### src/rtl/wasm_call_ctrl_if.sv
//------------------------------------------------------------------------------
// wasm_call_pkg / wasm_call_ctrl_if
//   Shared types for the call/return sequencer, and the bundle of its
//   handshake and bus signals.
//   Types:
//     frame_entry_t : one call-stack frame {return_pc, locals_base,
//                     stack_base, func_idx}
//     trap_t        : trap code returned to execute (TRAP_NONE = no trap)
//   Interface signals (direction as seen by the sequencer, modport slave):
//     req_*    in  : request from decode/execute (valid/ready handshake)
//     ft_rd_*  out : function-table read, ft_* data returns one cycle later
//     cs_*          : call-stack push/pop control and status
//     done_*   out : result to execute (valid/ready handshake)
//   Modport master is the environment view (opposite directions).
// Revision: 1.0 - initial release
//------------------------------------------------------------------------------
`default_nettype none

package wasm_call_pkg;
  localparam int FRAME_SP_W = 16;

  typedef struct packed {
    logic [31:0]           return_pc;
    logic [FRAME_SP_W-1:0] locals_base;
    logic [FRAME_SP_W-1:0] stack_base;
    logic [15:0]           func_idx;
  } frame_entry_t;

  typedef enum logic [2:0] {
    TRAP_NONE                 = 3'd0,
    TRAP_UNREACHABLE          = 3'd1,
    TRAP_UNDEFINED_ELEMENT    = 3'd2,
    TRAP_STACK_UNDERFLOW      = 3'd3,
    TRAP_STACK_OVERFLOW       = 3'd4,
    TRAP_CALL_STACK_EXHAUSTED = 3'd5
  } trap_t;

  localparam logic [1:0] OP_CALL   = 2'd0;
  localparam logic [1:0] OP_RETURN = 2'd1;
  localparam logic [1:0] OP_TAIL   = 2'd2;
endpackage

interface wasm_call_ctrl_if #(
  parameter int SP_W = 16
);
  import wasm_call_pkg::*;

  logic            req_valid;
  logic            req_ready;
  logic [1:0]      req_op;
  logic [15:0]     req_func_idx;
  logic [31:0]     req_return_pc;
  logic [SP_W-1:0] req_locals_base;
  logic [SP_W-1:0] req_sp;
  logic [7:0]      req_result_count;

  logic            ft_rd_en;
  logic [15:0]     ft_rd_addr;
  logic [31:0]     ft_entry_pc;
  logic [7:0]      ft_num_params;
  logic [15:0]     ft_num_locals;

  logic            cs_push_en;
  logic            cs_pop_en;
  frame_entry_t    cs_push_data;
  frame_entry_t    cs_pop_data;
  logic            cs_full;
  logic            cs_empty;

  logic            done_valid;
  logic            done_ready;
  logic [31:0]     done_pc;
  logic [SP_W-1:0] done_locals_base;
  logic [SP_W-1:0] done_sp;
  logic            done_exit;
  trap_t           done_trap;

  modport slave (
    input  req_valid, req_op, req_func_idx, req_return_pc, req_locals_base,
           req_sp, req_result_count,
    output req_ready,
    output ft_rd_en, ft_rd_addr,
    input  ft_entry_pc, ft_num_params, ft_num_locals,
    output cs_push_en, cs_pop_en, cs_push_data,
    input  cs_pop_data, cs_full, cs_empty,
    output done_valid, done_pc, done_locals_base, done_sp, done_exit, done_trap,
    input  done_ready
  );

  modport master (
    output req_valid, req_op, req_func_idx, req_return_pc, req_locals_base,
           req_sp, req_result_count,
    input  req_ready,
    input  ft_rd_en, ft_rd_addr,
    output ft_entry_pc, ft_num_params, ft_num_locals,
    input  cs_push_en, cs_pop_en, cs_push_data,
    output cs_pop_data, cs_full, cs_empty,
    input  done_valid, done_pc, done_locals_base, done_sp, done_exit, done_trap,
    output done_ready
  );
endinterface

`default_nettype wire

### src/rtl/wasm_call_ctrl.sv
//------------------------------------------------------------------------------
// wasm_call_ctrl
//   Call/return sequencer in front of the call stack. Accepts CALL, RETURN
//   and (optionally) TAIL_CALL requests, reads the callee's function-table
//   entry, pushes/pops call-stack frames and reports new PC / locals base /
//   operand SP, program exit, or a trap.
//   Ports:
//     clk  : clock
//     rst  : synchronous active-high reset
//     bus  : wasm_call_ctrl_if.slave (request, function table, call stack,
//            result handshakes)
//   Parameters:
//     FUNC_COUNT : number of valid function-table entries
//     SP_W       : operand stack pointer / locals base width (must match
//                  the interface and wasm_call_pkg::FRAME_SP_W)
//   Optional feature macro: WASM_CALL_TAIL_EN enables TAIL_CALL (op 2);
//   without it op 2 traps as unreachable.
// Revision: 1.0 - initial release
//------------------------------------------------------------------------------
`default_nettype none

module wasm_call_ctrl
  import wasm_call_pkg::*;
#(
  parameter int FUNC_COUNT = 256,
  parameter int SP_W       = 16
) (
  input  wire logic          clk,
  input  wire logic          rst,
  wasm_call_ctrl_if.slave    bus
);

`ifdef WASM_CALL_TAIL_EN
  localparam bit TAIL_EN = 1'b1;
`else
  localparam bit TAIL_EN = 1'b0;
`endif

  typedef enum logic [2:0] {
    S_IDLE  = 3'd0,
    S_FETCH = 3'd1,
    S_CHECK = 3'd2,
    S_POP   = 3'd3,
    S_DONE  = 3'd4
  } state_t;

  state_t          state_q;
  logic [1:0]      op_q;
  logic [15:0]     func_idx_q;
  logic [31:0]     ret_pc_q;
  logic [SP_W-1:0] locals_base_q;
  logic [SP_W-1:0] sp_q;
  logic [7:0]      result_count_q;

  logic            ft_rd_en_q;
  logic [15:0]     ft_rd_addr_q;
  logic            done_valid_q;
  logic [31:0]     done_pc_q;
  logic [SP_W-1:0] done_lb_q;
  logic [SP_W-1:0] done_sp_q;
  logic            done_exit_q;
  trap_t           done_trap_q;

  // Frame-arithmetic is done one bit wider so the top bit flags
  // borrow (nb) or carry (nsp).
  logic [SP_W:0]   nb_d;
  logic [SP_W:0]   nsp_d;
  trap_t           chk_trap_d;
  logic            is_tail_d;
  logic            push_d;
  logic            pop_d;
  frame_entry_t    push_data_d;
  logic [SP_W-1:0] ret_sp_d;
  logic            w_unused_bits;

  always_comb begin
    nb_d      = {1'b0, sp_q} - (SP_W+1)'(bus.ft_num_params);
    nsp_d     = nb_d + (SP_W+1)'(bus.ft_num_params) + (SP_W+1)'(bus.ft_num_locals);
    is_tail_d = TAIL_EN && (op_q == OP_TAIL);

    if (nb_d[SP_W])
      chk_trap_d = TRAP_STACK_UNDERFLOW;
    else if (nsp_d[SP_W])
      chk_trap_d = TRAP_STACK_OVERFLOW;
    else if (!is_tail_d && bus.cs_full)
      chk_trap_d = TRAP_CALL_STACK_EXHAUSTED;
    else
      chk_trap_d = TRAP_NONE;

    // Enables are combinational so push/pop land in the CHECK/POP cycle
    // itself; gating with rst suppresses them in the reset cycle.
    push_d = !rst && (state_q == S_CHECK) && (chk_trap_d == TRAP_NONE);
    pop_d  = (!rst && (state_q == S_POP) && !bus.cs_empty) ||
             (push_d && is_tail_d && !bus.cs_empty);

    // A tail call replacing the top frame inherits the caller's return
    // context so the eventual RETURN skips straight past the tail caller.
    push_data_d.return_pc   = ret_pc_q;
    push_data_d.locals_base = FRAME_SP_W'(locals_base_q);
    if (is_tail_d && !bus.cs_empty) begin
      push_data_d.return_pc   = bus.cs_pop_data.return_pc;
      push_data_d.locals_base = bus.cs_pop_data.locals_base;
    end
    push_data_d.stack_base = FRAME_SP_W'(nb_d[SP_W-1:0]);
    push_data_d.func_idx   = func_idx_q;

    ret_sp_d = SP_W'(bus.cs_pop_data.stack_base) + SP_W'(result_count_q);
  end

  assign w_unused_bits = ^bus.cs_pop_data.func_idx;

  assign bus.req_ready        = (state_q == S_IDLE);
  assign bus.ft_rd_en         = ft_rd_en_q;
  assign bus.ft_rd_addr       = ft_rd_addr_q;
  assign bus.cs_push_en       = push_d;
  assign bus.cs_pop_en        = pop_d;
  assign bus.cs_push_data     = push_d ? push_data_d : '0;
  assign bus.done_valid       = done_valid_q;
  assign bus.done_pc          = done_pc_q;
  assign bus.done_locals_base = done_lb_q;
  assign bus.done_sp          = done_sp_q;
  assign bus.done_exit        = done_exit_q;
  assign bus.done_trap        = done_trap_q;

  always_ff @(posedge clk) begin
    if (rst) begin
      state_q        <= S_IDLE;
      op_q           <= '0;
      func_idx_q     <= '0;
      ret_pc_q       <= '0;
      locals_base_q  <= '0;
      sp_q           <= '0;
      result_count_q <= '0;
      ft_rd_en_q     <= 1'b0;
      ft_rd_addr_q   <= '0;
      done_valid_q   <= 1'b0;
      done_pc_q      <= '0;
      done_lb_q      <= '0;
      done_sp_q      <= '0;
      done_exit_q    <= 1'b0;
      done_trap_q    <= TRAP_NONE;
    end else begin
      case (state_q)
        S_IDLE: begin
          if (bus.req_valid) begin
            op_q           <= bus.req_op;
            func_idx_q     <= bus.req_func_idx;
            ret_pc_q       <= bus.req_return_pc;
            locals_base_q  <= bus.req_locals_base;
            sp_q           <= bus.req_sp;
            result_count_q <= bus.req_result_count;
            done_pc_q      <= '0;
            done_lb_q      <= '0;
            done_sp_q      <= '0;
            done_exit_q    <= 1'b0;
            done_trap_q    <= TRAP_NONE;
            if (bus.req_op == OP_CALL || (TAIL_EN && bus.req_op == OP_TAIL)) begin
              if (32'(bus.req_func_idx) >= 32'(FUNC_COUNT)) begin
                done_trap_q  <= TRAP_UNDEFINED_ELEMENT;
                done_valid_q <= 1'b1;
                state_q      <= S_DONE;
              end else begin
                ft_rd_en_q   <= 1'b1;
                ft_rd_addr_q <= bus.req_func_idx;
                state_q      <= S_FETCH;
              end
            end else if (bus.req_op == OP_RETURN) begin
              state_q <= S_POP;
            end else begin
              done_trap_q  <= TRAP_UNREACHABLE;
              done_valid_q <= 1'b1;
              state_q      <= S_DONE;
            end
          end
        end

        S_FETCH: begin
          ft_rd_en_q <= 1'b0;
          state_q    <= S_CHECK;
        end

        S_CHECK: begin
          done_trap_q <= chk_trap_d;
          if (chk_trap_d == TRAP_NONE) begin
            done_pc_q <= bus.ft_entry_pc;
            done_lb_q <= nb_d[SP_W-1:0];
            done_sp_q <= nsp_d[SP_W-1:0];
          end
          done_valid_q <= 1'b1;
          state_q      <= S_DONE;
        end

        S_POP: begin
          if (bus.cs_empty) begin
            done_exit_q <= 1'b1;
          end else begin
            done_pc_q <= bus.cs_pop_data.return_pc;
            done_lb_q <= SP_W'(bus.cs_pop_data.locals_base);
            done_sp_q <= ret_sp_d;
          end
          done_valid_q <= 1'b1;
          state_q      <= S_DONE;
        end

        S_DONE: begin
          if (bus.done_ready) begin
            done_valid_q <= 1'b0;
            state_q      <= S_IDLE;
          end
        end

        default: state_q <= S_IDLE;
      endcase
    end
  end

endmodule

`default_nettype wire

### src/flat_wrapper.sv
// flat-port wrapper written by rule: the top's interface ports become plain ports
module wasm_call_ctrl_flat import wasm_call_pkg::*;
#(
  parameter int FUNC_COUNT = 256,
  parameter int SP_W       = 16
)
  (clk, rst, bus_req_valid, bus_req_op, bus_req_func_idx, bus_req_return_pc, bus_req_locals_base, bus_req_sp, bus_req_result_count, bus_req_ready, bus_ft_rd_en, bus_ft_rd_addr, bus_ft_entry_pc, bus_ft_num_params, bus_ft_num_locals, bus_cs_push_en, bus_cs_pop_en, bus_cs_push_data, bus_cs_pop_data, bus_cs_full, bus_cs_empty, bus_done_valid, bus_done_pc, bus_done_locals_base, bus_done_sp, bus_done_exit, bus_done_trap, bus_done_ready);
  wasm_call_ctrl_if #(.SP_W(SP_W)) bus_i ();
  input  wire logic clk;
  input  wire logic rst;
  input wire logic [$bits(bus_i.req_valid)-1:0] bus_req_valid;
  input wire logic [$bits(bus_i.req_op)-1:0] bus_req_op;
  input wire logic [$bits(bus_i.req_func_idx)-1:0] bus_req_func_idx;
  input wire logic [$bits(bus_i.req_return_pc)-1:0] bus_req_return_pc;
  input wire logic [$bits(bus_i.req_locals_base)-1:0] bus_req_locals_base;
  input wire logic [$bits(bus_i.req_sp)-1:0] bus_req_sp;
  input wire logic [$bits(bus_i.req_result_count)-1:0] bus_req_result_count;
  output wire logic [$bits(bus_i.req_ready)-1:0] bus_req_ready;
  output wire logic [$bits(bus_i.ft_rd_en)-1:0] bus_ft_rd_en;
  output wire logic [$bits(bus_i.ft_rd_addr)-1:0] bus_ft_rd_addr;
  input wire logic [$bits(bus_i.ft_entry_pc)-1:0] bus_ft_entry_pc;
  input wire logic [$bits(bus_i.ft_num_params)-1:0] bus_ft_num_params;
  input wire logic [$bits(bus_i.ft_num_locals)-1:0] bus_ft_num_locals;
  output wire logic [$bits(bus_i.cs_push_en)-1:0] bus_cs_push_en;
  output wire logic [$bits(bus_i.cs_pop_en)-1:0] bus_cs_pop_en;
  output wire logic [$bits(bus_i.cs_push_data)-1:0] bus_cs_push_data;
  input wire logic [$bits(bus_i.cs_pop_data)-1:0] bus_cs_pop_data;
  input wire logic [$bits(bus_i.cs_full)-1:0] bus_cs_full;
  input wire logic [$bits(bus_i.cs_empty)-1:0] bus_cs_empty;
  output wire logic [$bits(bus_i.done_valid)-1:0] bus_done_valid;
  output wire logic [$bits(bus_i.done_pc)-1:0] bus_done_pc;
  output wire logic [$bits(bus_i.done_locals_base)-1:0] bus_done_locals_base;
  output wire logic [$bits(bus_i.done_sp)-1:0] bus_done_sp;
  output wire logic [$bits(bus_i.done_exit)-1:0] bus_done_exit;
  output wire logic [$bits(bus_i.done_trap)-1:0] bus_done_trap;
  input wire logic [$bits(bus_i.done_ready)-1:0] bus_done_ready;
  assign bus_i.req_valid = bus_req_valid;
  assign bus_i.req_op = bus_req_op;
  assign bus_i.req_func_idx = bus_req_func_idx;
  assign bus_i.req_return_pc = bus_req_return_pc;
  assign bus_i.req_locals_base = bus_req_locals_base;
  assign bus_i.req_sp = bus_req_sp;
  assign bus_i.req_result_count = bus_req_result_count;
  assign bus_req_ready = bus_i.req_ready;
  assign bus_ft_rd_en = bus_i.ft_rd_en;
  assign bus_ft_rd_addr = bus_i.ft_rd_addr;
  assign bus_i.ft_entry_pc = bus_ft_entry_pc;
  assign bus_i.ft_num_params = bus_ft_num_params;
  assign bus_i.ft_num_locals = bus_ft_num_locals;
  assign bus_cs_push_en = bus_i.cs_push_en;
  assign bus_cs_pop_en = bus_i.cs_pop_en;
  assign bus_cs_push_data = bus_i.cs_push_data;
  assign bus_i.cs_pop_data = bus_cs_pop_data;
  assign bus_i.cs_full = bus_cs_full;
  assign bus_i.cs_empty = bus_cs_empty;
  assign bus_done_valid = bus_i.done_valid;
  assign bus_done_pc = bus_i.done_pc;
  assign bus_done_locals_base = bus_i.done_locals_base;
  assign bus_done_sp = bus_i.done_sp;
  assign bus_done_exit = bus_i.done_exit;
  assign bus_done_trap = bus_i.done_trap;
  assign bus_i.done_ready = bus_done_ready;
  wasm_call_ctrl #(.FUNC_COUNT(FUNC_COUNT), .SP_W(SP_W)) u_core (.clk(clk), .rst(rst), .bus(bus_i));
endmodule
### config.mk
export PLATFORM = sky130hd
export DESIGN_NAME = wasm_call_ctrl_flat
export DESIGN_NICKNAME = d
export VERILOG_FILES = /design/src/rtl/wasm_call_ctrl_if.sv /design/src/rtl/wasm_call_ctrl.sv /design/src/flat_wrapper.sv
export SDC_FILE = /design/constraint.sdc
export NUM_CORES = 1
export LEC_CHECK = 0
export BUFFER_PORTS_ARGS = -buffer_cell sky130_fd_sc_hd__buf_2
export CAP_MARGIN = 0
export CORE_MARGIN = 2
export CORE_UTILIZATION = 40
export CTS_CLUSTER_DIAMETER = 150
export CTS_CLUSTER_SIZE = 20
export DETAILED_ROUTE_END_ITERATION = 8
export PLACE_DENSITY = 0.69
export SLEW_MARGIN = 25
export SYNTH_ARGS = -nofsm -noshare
export SYNTH_HDL_FRONTEND = slang
export SYNTH_SLANG_ARGS = --single-unit
### constraint.sdc
create_clock -name clk -period 9.9 [get_ports clk]
set_clock_uncertainty 0.2 [all_clocks]
set_input_delay 1.485 -clock clk [delete_from_list [all_inputs] [get_ports clk]]
set_output_delay 1.485 -clock clk [all_outputs]
set_load 0.005 [all_outputs]
==> metrics <==
Primary FF master, synth=dfxtp_1; critical path class=primary input to primary output; clock sink count=177; Avg Cell Area, Syn=8.219 um^2; Hold Path Depth=2; Final #Nets=1790; switching share of total power=41.21%; initial drt markers=674; Final period util=82.50%; CTS buffer count=17; post-CTS sizing=0; Die W=159.7 um; sequential power share=32.1%; CP Launch Type=primary input; multi-input logic area=0.005625 mm^2; Overflow after GRT=0; post-detail-place hpwl=23340 um; Port Buf Inserts=384; H-tree depth reported by CTS=4; die footprint=0.02551 mm^2; Placer Congestion=0.9163; Core Region=0.02361 mm^2; Tmin final=8.167 ns; status=completed; routed len/inst=17.08 um; Netlist cell types=62; final hold violations=0; clock group share of total power=24.1%; WP data arrival=6.48 ns; register area=0.003543 mm^2; worst slew pin tran=1.019 ns; Sw Pwr=1235 uW; Post-Syn Nets=1461; worst-path maximum fanout=71; Ports=401; Comb power frac=43.8%; Min-Delay Path Class=flop to flop; fraction of registers with async set/reset=0%; HP Start=u_core.func_idx_q[6]; hold endpoint=u_core.func_idx_q[6]; layout cells sized above 1=32.92%; Cell Area, Synth=0.009698 mm^2; Rel. slew slack=32.06%; CP required=8.22 ns; first-pass GRT wire length=48240 um; Finished Layout Cells=1848; Via-to-Cell Ratio=5.131; Final Setup Violations=0; register area share after synthesis=36.54%; clk root buf=clkbuf_16; Leak=0.005679 uW; RSZ-0062 raised after global routing=no; Max Cap Viol=0; Post-synth EDFFs=0; DRC Markers=0; Initial Utilization=41.07%; ANT nets after route=0; DIE HEIGHT=159.7 um; initial antenna violation count=10; vias=9483; pwr/cell area=242.6 mW/mm^2; crit end category=primary output; worst reg2reg path endpoint=u_core.bus.done_sp[10]; r2r worst-path depth=18; Synth Instances=1180; VDD IR max=0.0001166 V; largest net degree at the start of global routing=93; Placed Cells=1809; Setup Fix Bufs, Post-CTS=0; GRT Util Overall=23.77%; Filler cells=2328; CTS tree=yes; Max Root-Sink Buffers=2; worst skew pair latency=0.43 ns; Worst-path clk slew=0.08 ns; P&R area growth vs syn=27.39%; Internal=1762 uW; Yosys reg bits=177; total routed wirelength=31560 um; vias in the first global route=9046; cts hold-fix bufs=0; FMAX=122.4 MHz; total power=2998 uW; TNS Setup=0 ns; reg2reg start=u_core.sp_q[0]; drt first pass iters=5; Max Slew Vio Count=0; Synthesis Warnings=0; # rows=56; FF-to-FF setup slack=3.96 ns
[synthesized netlist by cell type (all sizes together) (10+ instances only)]
cell type  number  area, um^2
nand2         206       773.2
dfxtp         177        3543
a21oi         129       653.1
nor2          114       427.9
and2           83       519.3
a211oi         68       800.8
clkbuf         52       195.2
a22oi          47       352.8
ha             39       488.0
inv            36       135.1
buf            30       221.5
o21ai          25       128.9
nor3           21       105.1
xnor2          14       122.6
xor2           13       113.9
fa             10       200.2
mux2i          10       100.1
[cells in the final DEF, fill, tap and decap left out, types with 4 or more instances in the layout]
cell type,count
a211oi_1,10
fa_1,10
diode_2,7
nor3_1,20
dfxtp_1,177
xor2_1,13
clkbuf_16,17
inv_1,35
nor2_1,114
a211oi_2,58
a311oi_1,7
xnor2_1,14
and2_1,82
ha_1,39
buf_4,8
o211ai_1,4
nand2_1,205
o21a_1,9
buf_2,383
a21o_1,7
nor2b_1,7
a21oi_1,127
a22oi_1,47
nand3_1,8
o21ai_0,24
clkinv_8,7
nand2b_1,8
mux2i_1,10
[power by group through the flow]
stage	combinational, uW	clock, uW	sequential, uW
4_1_cts	1310	744	962
3_5_place_dp	1300	0	978
6_report	1310	722	963
5_1_grt	1460	773	984
2_1_floorplan	950	0	975
3_3_place_gp	1280	0	971
[sequential cells by signal, indices dropped and copies added, names as in the netlist]
register,count
u_core.result_count_q,8
u_core.locals_base_q,16
u_core.state_q,3
u_core.bus.ft_rd_addr,16
u_core.bus.done_exit,1
u_core.bus.done_sp,16
u_core.bus.done_valid,1
u_core.bus.ft_rd_en,1
u_core.bus.done_locals_base,16
u_core.func_idx_q,16
u_core.bus.done_pc,32
u_core.ret_pc_q,32
u_core.sp_q,16
u_core.bus.done_trap,3
[worst max-delay path by stage]
stage,slack (ns),cells past startpoint,start,end
floorplan,2.72,20,bus_ft_num_params[1],bus_cs_push_data[23]
global placement,1.80,19,bus_ft_num_params[1],bus_cs_push_data[50]
detailed placement,1.78,19,bus_ft_num_params[1],bus_cs_push_data[50]
CTS,1.75,19,bus_ft_num_params[1],bus_cs_push_data[50]
global route,1.44,19,bus_ft_num_params[1],bus_cs_push_data[50]
finish,1.73,19,bus_ft_num_params[1],bus_cs_push_data[50]
[cells by family (layout without fill, tap and decap cells)]
logic type,count (synthesis),count (layout),synth area share [%]
buffers and inverters,119,461,5.780
other,0,7,0
and+or+nand+nor,474,474,22.23
DFF,177,177,36.54
AOI/OAI and AO/OA,323,323,24.77
xor gates and xnor gates,27,27,2.438
muxes,11,11,1.148
adders and majority gates,49,49,7.096
[worst max-delay path: stages]
cell	delay, ns
buf_2	0.09
inv_1	0.14
ha_1	0.25
nor2b_1	0.14
o31a_1	0.28
o211a_1	0.25
o21a_1	0.29
nor2_1	0.39
fa_1	0.49
ha_1	0.43
nand2_1	0.14
a211oi_2	0.28
o2111ai_2	0.22
nand2_1	0.14
xor2_1	0.10
or4_4	0.62
clkinv_4	0.36
and2_1	0.23
buf_2	0.12
[metrics by stage]
stage               setup slack [ns]  util [%]  hold slack (ns)  cell area [um^2]
finish                         1.733     52.32           0.2502             12350
CTS                            1.748     52.25           0.2534             12340
global route                   1.443     52.30           0.2679             12350
global placement               1.804     49.55           0.2363             11700
floorplan                      2.720         -           0.2317              9698
detailed placement             1.779     49.55           0.2403             11700
[per-layer routing]
layer / track usage [%] / vias to the layer above / wire, um
li1: - / 4745 / -
met1: 28.83 / 4351 / 13550
met2: 39.75 / 341 / 14640
met3: 7.818 / 40 / 2751
met4: 7.851 / 6 / 578
met5: 0 / - / 41
[layout make-up]
cell class | count | share of cell area, %
multi-input cells | 884 | 45.53
flip-flops and latches | 177 | 28.68
repair buffers | 392 | 16.09
clock buffers | 17 | 3.443
well taps | 319 | 3.231
clock inverters | 15 | 1.712
inverters | 37 | 1.165
diodes | 7 | 0.1418
(Power assumes the default switching activity.)
